[src/rtl/cordic_prerot.sv]
`default_nettype none
// ============================================================================
//  Module      : cordic_prerot
//  Description : Input stage for the 6-stage CORDIC rotation core. Accepts
//                samples over valid/ready, folds the target angle into the
//                core's +/-90 degree convergence range with a 180 degree
//                pre-rotation, drives the core inputs from registers and
//                carries {valid, flip} tags alongside the core latency.
//                Flow control is credit-based against the downstream buffer.
//  Revision    : 1.0 - initial release
// ============================================================================
module cordic_prerot #(
    parameter int W       = 6,
    parameter int ANG_W   = 6,
    parameter int LAT     = 6,
    parameter int CREDITS = 4
) (
    input  logic             clk,
    input  logic             rst_n,
    input  logic             s_valid,
    output logic             s_ready,
    input  logic [W-1:0]     s_x,
    input  logic [W-1:0]     s_y,
    input  logic [ANG_W-1:0] s_z,
    output logic [W-1:0]     core_x,
    output logic [W-1:0]     core_y,
    output logic [ANG_W-1:0] core_z,
    output logic             o_valid,
    output logic             o_flip,
    input  logic             cr_ret,
    output logic             cr_err
);

    localparam int                 c_CNT_W   = $clog2(CREDITS + 1);
    localparam logic [c_CNT_W-1:0] c_CREDITS = c_CNT_W'(CREDITS);
    localparam logic [c_CNT_W-1:0] c_ONE     = c_CNT_W'(1);
    localparam logic [W-1:0]       c_MIN     = {1'b1, {(W-1){1'b0}}};
    localparam logic [W-1:0]       c_MAX     = {1'b0, {(W-1){1'b1}}};

    logic [c_CNT_W-1:0] r_credits;
    logic               r_cr_err;
    logic               w_accept;

    logic [1:0]         w_quad;
    logic               w_flip;
    logic [W-1:0]       w_x_fold;
    logic [W-1:0]       w_y_fold;
    logic [ANG_W-1:0]   w_z_fold;

    logic [W-1:0]       r_core_x;
    logic [W-1:0]       r_core_y;
    logic [ANG_W-1:0]   r_core_z;
    logic [1:0]         r_tag_entry;          // {valid, flip} aligned with core_*
    logic [LAT-1:0][1:0] r_tag_line;          // tracks the core's LAT-cycle latency

    // Two's complement negation that clamps the most negative value.
    function automatic logic [W-1:0] sat_neg(input logic [W-1:0] v);
        if (v == c_MIN) begin
            return c_MAX;
        end
        return -v;
    endfunction

    // Ready depends only on the counter register, never on s_valid.
    assign s_ready  = (r_credits != '0);
    assign w_accept = s_valid & s_ready;
    assign cr_err   = r_cr_err;

    // Angles in quadrants 01/10 lie outside +/-90 deg: rotate by 180 deg
    // (MSB flip of z) and negate x/y so the core sees an equivalent target.
    assign w_quad   = s_z[ANG_W-1 -: 2];
    assign w_flip   = w_quad[1] ^ w_quad[0];
    assign w_z_fold = w_flip ? {~s_z[ANG_W-1], s_z[ANG_W-2:0]} : s_z;
    assign w_x_fold = w_flip ? sat_neg(s_x) : s_x;
    assign w_y_fold = w_flip ? sat_neg(s_y) : s_y;

    // Credit counter: one credit per accept, one back per cr_ret pulse;
    // a return with nothing outstanding is flagged and ignored.
    always_ff @(posedge clk) begin
        if (!rst_n) begin
            r_credits <= c_CREDITS;
            r_cr_err  <= 1'b0;
        end else begin
            case ({w_accept, cr_ret})
                2'b10: r_credits <= r_credits - c_ONE;
                2'b01: begin
                    if (r_credits == c_CREDITS) begin
                        r_cr_err <= 1'b1;
                    end else begin
                        r_credits <= r_credits + c_ONE;
                    end
                end
                default: ;
            endcase
        end
    end

    // Core inputs load the folded sample on accept and zero otherwise.
    always_ff @(posedge clk) begin
        if (!rst_n) begin
            r_core_x    <= '0;
            r_core_y    <= '0;
            r_core_z    <= '0;
            r_tag_entry <= '0;
        end else if (w_accept) begin
            r_core_x    <= w_x_fold;
            r_core_y    <= w_y_fold;
            r_core_z    <= w_z_fold;
            r_tag_entry <= {1'b1, w_flip};
        end else begin
            r_core_x    <= '0;
            r_core_y    <= '0;
            r_core_z    <= '0;
            r_tag_entry <= '0;
        end
    end

    // Tag delay line advancing every cycle so tags meet the core outputs.
    always_ff @(posedge clk) begin
        if (!rst_n) begin
            r_tag_line <= '0;
        end else begin
            r_tag_line[0] <= r_tag_entry;
            for (int i = 1; i < LAT; i++) begin
                r_tag_line[i] <= r_tag_line[i-1];
            end
        end
    end

    assign core_x  = r_core_x;
    assign core_y  = r_core_y;
    assign core_z  = r_core_z;
    assign o_valid = r_tag_line[LAT-1][1];
    assign o_flip  = r_tag_line[LAT-1][0];

endmodule
`default_nettype wire

[config.mk]
export PLATFORM = sky130hd
export DESIGN_NAME = cordic_prerot
export DESIGN_NICKNAME = d
export VERILOG_FILES = /design/src/rtl/cordic_prerot.sv
export SDC_FILE = /design/constraint.sdc
export NUM_CORES = 1
export LEC_CHECK = 0
export BUFFER_PORTS_ARGS = -buffer_cell sky130_fd_sc_hd__buf_2
export CORE_MARGIN = 2
export CORE_UTILIZATION = 50
export DETAILED_ROUTE_END_ITERATION = 6
export MAX_ROUTING_LAYER = met4
export PLACE_DENSITY = 0.78
export SLEW_MARGIN = 20
export SYNTH_ARGS = -nofsm -noshare
export SYNTH_HDL_FRONTEND = slang
export SYNTH_SLANG_ARGS = --single-unit
[constraint.sdc]
create_clock -name clk -period 5.15 [get_ports clk]
set_input_delay 0 -clock clk [delete_from_list [all_inputs] [get_ports clk]]
set_output_delay 0 -clock clk [all_outputs]
set_load 0.1 [all_outputs]
# Word-level counts from Yosys, hierarchy flattened
# Index checks and enable logic that the tools add are counted.
dict set report totals {
  inputBits 22
  output_inout_bits 22
  elab_cells 43
  register_bits 36
}
dict set report op_classes {
  mux 12
  n_eq_ne 6
  n_reduce_logical 5
  addsub 4
  bitwise_logic 3
}
# cell count
set ops {}
lappend ops {{$mux W6} 7}
lappend ops {{$eq A6 B6 Y1 const B} 2}
lappend ops {{$neg A6 Y6} 2}
lappend ops {{$pmux W3 S2} 1}
lappend ops {{$reduce_and A2 Y1} 3}
lappend ops {{$add A3 B1 Y3 const B} 1}
lappend ops {{$eq A3 B3 Y1 const B} 1}
lappend ops {{$mux W3} 1}
lappend ops {{$reduce_bool A3 Y1} 1}
lappend ops {{$sub A3 B1 Y3 const B} 1}
lappend ops {{$eq A2 B1 Y1 const B} 1}
lappend ops {{$eq A2 B2 Y1 const B} 1}
lappend ops {{$mux W1} 2}
lappend ops {{$mux W2} 1}
lappend ops {{$ne A2 B2 Y1 const B} 1}
lappend ops {{$reduce_bool A2 Y1} 1}
lappend ops {{$and A1 B1 Y1} 1}
lappend ops {{$not A1 Y1} 1}
lappend ops {{$xor A1 B1 Y1} 1}

# Depth between registers and ports, before layout
# Gate-level depths: netlist (run 1).
dict set report depth {
  depth_word 5
  ltp_mapped 7
  mapped_depth_nobuf 7
}

# Least setup slack after synthesis (run 1)
# Ideal clock, no wire load.
dict set report synth_path {
  path_kind {reg2reg}
  startpoint {reg r_credits[0]}
  endpoint {reg r_credits[2]}
  setup_time_ns 0.082
  setup_slack_ns 2.761
  arrival_time_ns 2.307
  path_buffers 0
  path_stages_with_launch 7
  synth_period_minus_slack_ns 2.389
  required_ns 5.068
  path_cell_list {dfxtp_1 -> or3_1 -> nand2_1 -> nand2_1 -> fa_1 -> o32a_1 -> o2111ai_1}
}
dict set report synth_between {
  elab_chain_len 5
  elab_cells_between_ends 12
  classes_between {add/sub: 2; eq/ne: 4; mux: 2; bitwise: 1; reduce/logical: 3}
}
# element line_no
set synth_lines {}
lappend synth_lines {{start, declared} 40} ;# logic [c_CNT_W-1:0] r_credits;
lappend synth_lines {{start signal, assigned} 81} ;# r_credits <= c_CREDITS;
lappend synth_lines {{start signal, assigned} 85} ;# 2'b10: r_credits <= r_credits - c_ONE;
lappend synth_lines {{start signal, assigned} 90} ;# r_credits <= r_credits + c_ONE;
lappend synth_lines {{$reduce_bool A3 Y1 *} 65} ;# assign s_ready = (r_credits != '0);
lappend synth_lines {{named net s_ready} 21} ;# output logic s_ready,
lappend synth_lines {{$and A1 B1 Y1 *} 66} ;# assign w_accept = s_valid & s_ready;
lappend synth_lines {{$eq A2 B1 Y1 / $eq A2 B2 Y1 (equally long branches)} 84} ;# case ({w_accept, cr_ret})
lappend synth_lines {{$ne A2 B2 Y1 (no source line) / $reduce_bool A2 Y1 (equally long branches)} --}
lappend synth_lines {{$reduce_and A2 Y1 (no source line)} --}
# Mark *: on every way through the listed nets, which the timed path passes. The rest lies on a longest branch. The select of a mux whose other input is x is not followed.
# A chain may end at the register's enable or synchronous reset.

# Final worst setup path (run 1)
dict set report layout_path {
  startpoint {in s_x[1]}
  endpoint {reg r_core_x[1], in the netlist core_x[1]}
}
dict set report layout_between {
  elab_chain_len 4
  elab_cells_between_ends 5
  classes_between {add/sub: 1; eq/ne: 1; mux: 3}
}
# element line_no
set layout_lines {}
lappend layout_lines {{start, declared} 22} ;# input logic [W-1:0] s_x,
lappend layout_lines {{branches (longest 3 deep; another with $neg A6 Y6)} --}
lappend layout_lines {{$mux W6 *} 74} ;# assign w_x_fold = w_flip ? sat_neg(s_x) : s_x;
lappend layout_lines {{end signal, assigned} 106} ;# r_core_x <= w_x_fold;
lappend layout_lines {{end, declared} 50} ;# logic [W-1:0] r_core_x;
# Every way passes the cells marked *.

==> metrics, run 1 <==
status=completed; Max Cap Violations=0; clock-pin slew on the worst setup and hold paths=about 0.11 ns; syn_area_per_cell=10.1 um2; # setup viols final=0; setup_tns=0 ns; clk_lat worst skew=0.34 ns; xor/xnor cell area share of the yosys netlist=0.0245; Die Area=0.00330 mm2; CP peak stage delay=0.59 ns; ys async rst share=0; Sw Ratio=0.393; share of post-route cells with drive strength above 1=0.286; TritonCTS buffer count=5; GRT Residual Overflow=0; worst vdd ir=0.302 mV; register area share after synthesis=0.504; CP max stage cell=dlygate4sd3_1; initial antenna violation count=0; Fin. Hold Viols=0; core box area=0.00273 mm2; CP top delay family=buffers and inverters; post-cts sizing count=0; Net Switching=0.280 mW; Top cell by count, worst path=dlygate4sd3_1; Ports=between 40 and 50; WP data arrival=between 2 and 3 ns; Site Rows=19; commonest non-fill, non-tap cells in the layout=43 x buf_2, 36 x dfxtp_1, 18 x and2_1, 15 x dlygate4sd3_1, 9 x inv_1; simple-gate portion of the synthesized area=0.222; critical path class=in2reg; Fmax=443 MHz; Vias per Instance=around 5.3; Bufs on Longest Clock Path=2; IO Port Bufs=43; DRT Pass-1 Iters=4; measured slew at the worst slew-check pin=around 0.87 ns; HPWL Detailed=2070 um; largest family of logic cells by synthesized area=simple AND/OR/NAND/NOR gates; GRT Resource Usage Total=0.201; LEAKAGE=0.874 nW; pwr/cell area=380 mW/mm2; Final min period=2.26 ns; Clk pwr share=0.223; die height=57.5 um; Post-synth top flop=dfxtp_1; leading cell type in the layout, fill and taps excluded=buf_2; GPL Wtd Cong=0.845; Post-synth EDFFs=0; FILL cells=219; post-synthesis cell type count=44; Sink Count=36; internal power=approximately 0.43 mW; combinational power share=0.328; DR WL/cell=12.6 um; Initial Utilization=0.523; CP bufs+invs=4; complex-gate fraction of the synthesized area=0.165; root buffer cell=clkbuf_4; type of origin of the critical path=input port; syn_nets=167; via count=1249; area growth from synthesis to final layout=31.3%; number of nets with antenna violations after routing=0; initial drt markers=27; clock skew=0.0135 ns; CP required=5.44 ns; crit path cell chain=dlygate4sd3_1, buf_2, inv_1, ha_1, or3b_4, or3_4, a221oi_2, dlygate4sd3_1; Routed WL=~3000 um; first-pass GRT wire length=about 5000 um; RSZ-0062 raised after global routing=no; HP Class=in2reg; part of the power in registers=0.448; Synth Warn #=0; post-synthesis mux area share=0.0140; ant diodes=0; Synth Area in Adders=0.0315; Worst Setup End Kind=flip-flop; largest net degree at the start of global routing=19; Design Power=0.712 mW; Syn Inst Count=142; Tcrit/Tclk final=0.438; final routed DRC violation total=0; Seq cells post-synth=36; relative slew slack=0.415; Die X-Extent=~57 um; Final nets=227; number of global-route vias before repair=between 1000 and 1500; DP Worst Slack=3.17 ns; CP max FO=5; max-slew violations=0; Worst Setup Slack, final=2.89 ns; H-tree levels=2; TritonCTS clock tree=done; Syn Std Cell Area=0.00143 mm2
==> synth_stat cells, types with 2 or more instances <==
master | count | share of area
a211o_1 | 2 | 0.012
nand3_1 | 6 | 0.021
dfxtp_1 | 36 | 0.50
a211oi_1 | 4 | 0.021
nor2_1 | 5 | 0.013
nand2b_1 | 2 | 0.0088
ha_1 | 2 | 0.018
buf_2 | 2 | 0.0070
and2_1 | 18 | 0.079
nor2b_1 | 3 | 0.013
xor2_1 | 2 | 0.012
o311a_1 | 2 | 0.014
a21oi_1 | 4 | 0.014
o2111ai_1 | 3 | 0.018
o21ai_0 | 6 | 0.021
clkbuf_1 | 2 | 0.0053
inv_1 | 9 | 0.024
xnor2_1 | 2 | 0.012
mux2i_1 | 2 | 0.014
nand2_1 | 6 | 0.016
==> power by group through the flow <==
stage | clock (mW) | sequential, mW | combinational [mW]
detailed placement | 0 | 0.325 | 0.224
global placement | 0 | 0.323 | 0.216
finish | 0.159 | 0.319 | 0.234
floorplan | 0 | 0.414 | 0.0901
global route | 0.177 | 0.323 | 0.249
CTS | 0.164 | 0.319 | 0.234
==> per-stage QoR <==
step	hold slack, ns	instances	instance area [um2]	utilization
global route	0.0296	234	1880	0.686
CTS	0.0146	234	1880	0.686
detailed placement	0.209	211	1660	0.608
global placement	0.200	211	1660	0.608
finish	0.0270	234	1880	0.686
floorplan	0.122	142	1430	-
==> timing repair <==
item | in CTS | in global routing
endpoints found under the hold margin | 16 | 0
hold buffers | 15 | 0
buffers inserted | 0 | 0
==> flip-flops by register name (all words and copies together), names as in the netlist <==
register	flops
core_y	6
o_valid	1
r_tag_entry	2
core_x	6
r_credits	3
core_z	6
o_flip	1
r_tag_line	10
cr_err	1
==> worst min-delay path: stages <==
cell	delay, ns
buf_2	0.13
o311a_1	0.16
a211oi_1	0.05
==> cells by family after synthesis <==
logic type / count (synthesis)
buffers and inverters: 14
xor gates and xnor gates: 4
AOI/OAI and AO/OA: 30
and+or+nand+nor: 53
DFF: 36
adders and majority gates: 3
muxes: 2
==> layout make-up <==
type / count / area, um2 / area share
clock buffer: 6 / 51.3 / 0.0273
clock inverter: 2 / 13.8 / 0.00733
inverter: 9 / 33.8 / 0.0180
multi-input combinational: 92 / 653 / 0.348
sequential: 36 / 721 / 0.384
tap: 31 / 38.8 / 0.0207
timing repair buffer: 58 / 365 / 0.195
==> worst paths after layout <==
path,start,endpoint,slack (ns),cells after the start
setup / recovery,s_x[1],core_x[1],2.89,8
hold / removal,s_x[2],core_x[3],0.03,3
setup reg to reg,r_credits[0],core_x[1],3.13,4
hold reg to reg,r_tag_entry[1],r_tag_line[1],0.44,1
==> metal layers <==
layer	share of wire	GRT usage	up-vias	wire length, um
li1	-	-	619	-
met1	0.41	0.224	580	1220
met2	0.51	0.338	43	1500
met3	0.058	0.0544	7	171
met4	0.017	0.0864	0	51
met5	0	-	-	0
Power figures use the tool's default switching activity.
==> run 2, diff against run 1 <==
CORE_UTILIZATION = 49   (was 50)
PLACE_DENSITY = 0.77   (was 0.78)
clock period = 2.2 ns   (was 5.15 ns; I/O delays follow)
==> metrics, run 2 (synthesized netlist as in run 1, its figures left out) <==
status=completed; critical path capture point=r_credits[2]; Tcrit/Tclk final=0.880; DP Area=around 0.0017 mm2; Sw Ratio=0.369; Worst Setup End Kind=flip-flop; TritonCTS clock tree=done; max-slew violations=0; die height=58 um; clk_lat worst skew=0.33 ns; IO Port Bufs=43; WP data arrival=2.19 ns; LEAKAGE=just under 0.9 nW; Fmax=~520 MHz; CP required=2.46 ns; GRT Residual Overflow=0; gr busiest metal=met2; setup_tns=0 ns; measured slew at the worst slew-check pin=between 0.7 and 0.8 ns; via count=1227; met2 Track Usage GR=0.326; relative slew slack=0.466; H-tree levels=2; leading cell type in the layout, fill and taps excluded=buf_2; Net Switching=0.641 mW; DRT Pass-1 Iters=4; Site Rows=19; M3 GR Usage=0.0647; HP Class=in2reg; part of the power in registers=0.431; Routed WL=2850 um; core box area=0.00276 mm2; Fin. Hold Viols=0; critical path class=reg2reg; type of origin of the critical path=flip-flop; Final min period=1.94 ns; RSZ-0062 raised after global routing=no; first-pass GRT wire length=4690 um; clock-pin slew on the worst setup and hold paths=0.11 ns; Initial Utilization=0.518; Vias per Instance=approximately 5.2; initial drt markers=33; Design Power=1.74 mW; clock skew=around 0.014 ns; largest net degree at the start of global routing=19; worst r2r dst=r_credits[2]; number of global-route vias before repair=about 1200; number of nets with antenna violations after routing=0; Sink Count=36; internal power=1.10 mW; flip-flop count of the largest register after layout=10; post-cts sizing count=0; R2R cell count=6; GPL Wtd Cong=0.824; share of post-route cells with drive strength above 1=0.296; met1 usage in global routing=0.198; DR WL/cell=12.2 um; worst vdd ir=0.811 mV; area growth from synthesis to final layout=32.1%; Placed Cells=213; Critical path origin=r_credits[0]; Hold WS=0.0240 ns; initial antenna violation count=0; Worst R2R Start=r_credits[0]; Ports=44; Clk pwr share=0.256; root buffer cell=clkbuf_4; Reg with most FFs=r_tag_line; ant diodes=0; GRT Resource Usage Total=0.192; reg-to-reg slack, setup=around 0.26 ns; CP max FO=7; combinational power share=0.314; Layout Cells excl Fill=234; Bufs on Longest Clock Path=2; Max Cap Violations=0; final routed DRC violation total=0; Final nets=approximately 230; Die X-Extent=58 um; pwr/cell area=a little over 900 mW/mm2; HPWL Detailed=2050 um; commonest non-fill, non-tap cells in the layout=43 x buf_2, 36 x dfxtp_1, 18 x and2_1, 13 x dlygate4sd3_1, 9 x inv_1; # setup viols final=0; TritonCTS buffer count=5; fin area=0.00189 mm2; Die Area=around 0.0034 mm2
[run 2: cell count changes in the layout (fill, tap and decap cells not counted)]
| cell | previous run | this run |
|---|---|---|
| buf_4 | 0 | 2 |
| dlygate4sd3_1 | 15 | 13 |
| bufinv_16 | 0 | 1 |
| clkbuf_1 | 0 | 1 |
| clkbuf_8 | 1 | 0 |
| inv_6 | 1 | 0 |
| or3_1 | 1 | 0 |
| or3_4 | 1 | 2 |
[run 2: worst min path at each step]
| stage | startpoint | endpoint | cells after the start |
|---|---|---|---|
| floorplan | s_z[0] | core_z[0] | 1 |
| detailed placement | s_z[3] | core_z[3] | 2 |
| finish | s_x[0] | core_x[3] | 3 |
| global route | s_x[0] | core_x[3] | 3 |
| CTS | s_x[0] | core_x[3] | 3 |
| global placement | s_z[3] | core_z[3] | 2 |
[run 2: critical path, stage by stage, from the launching register on]
cell and delay, ns:
dfxtp_1 0.40, or3_4 0.40, nand2_1 0.07, nand2_1 0.06
fa_1 0.42, o32a_1 0.36, o2111ai_1 0.15
[run 2: layout make-up]
cell class	count	area, um2
Clock buffer	6	41.3
Clock inverter	2	35.0
Fill cell	233	870
Inverter	9	33.8
Multi-Input combinational cell	92	658
Sequential cell	36	721
Tap cell	31	38.8
Timing Repair Buffer	58	360
[run 2: layer usage]
metal / wire (um) / vias to the layer above
met4: 38 / 0
li1: - / 624
met1: 1230 / 555
met5: 0 / -
met2: 1370 / 44
met3: 205 / 4
[run 2: what timing repair did]
action                                  in CTS  in global routing
buffers inserted                             0                  0
hold buffers                                14                  0
endpoints found under the hold margin       15                  0
endpoints found under the setup margin       0                  1
[run 2: power groups by stage]
stage,Clock (mW),Combinational [mW],Sequential (mW)
after floorplan,0,0.216,0.970
after global placement,0,0.513,0.758
after detailed placement,0,0.530,0.763
after CTS,0.457,0.550,0.749
after global routing,0.484,0.581,0.755
final,0.444,0.545,0.749
[run 2: metrics by stage]
| stage | setup slack [ns] | utilization |
|---|---|---|
| 3_3_place_gp | 0.329 | 0.610 |
| 3_5_place_dp | 0.282 | 0.610 |
| 5_1_grt | 0.172 | 0.685 |
| 6_report | 0.263 | 0.685 |
| 4_1_cts | 0.0349 | 0.688 |
| 2_1_floorplan | 0.132 | - |
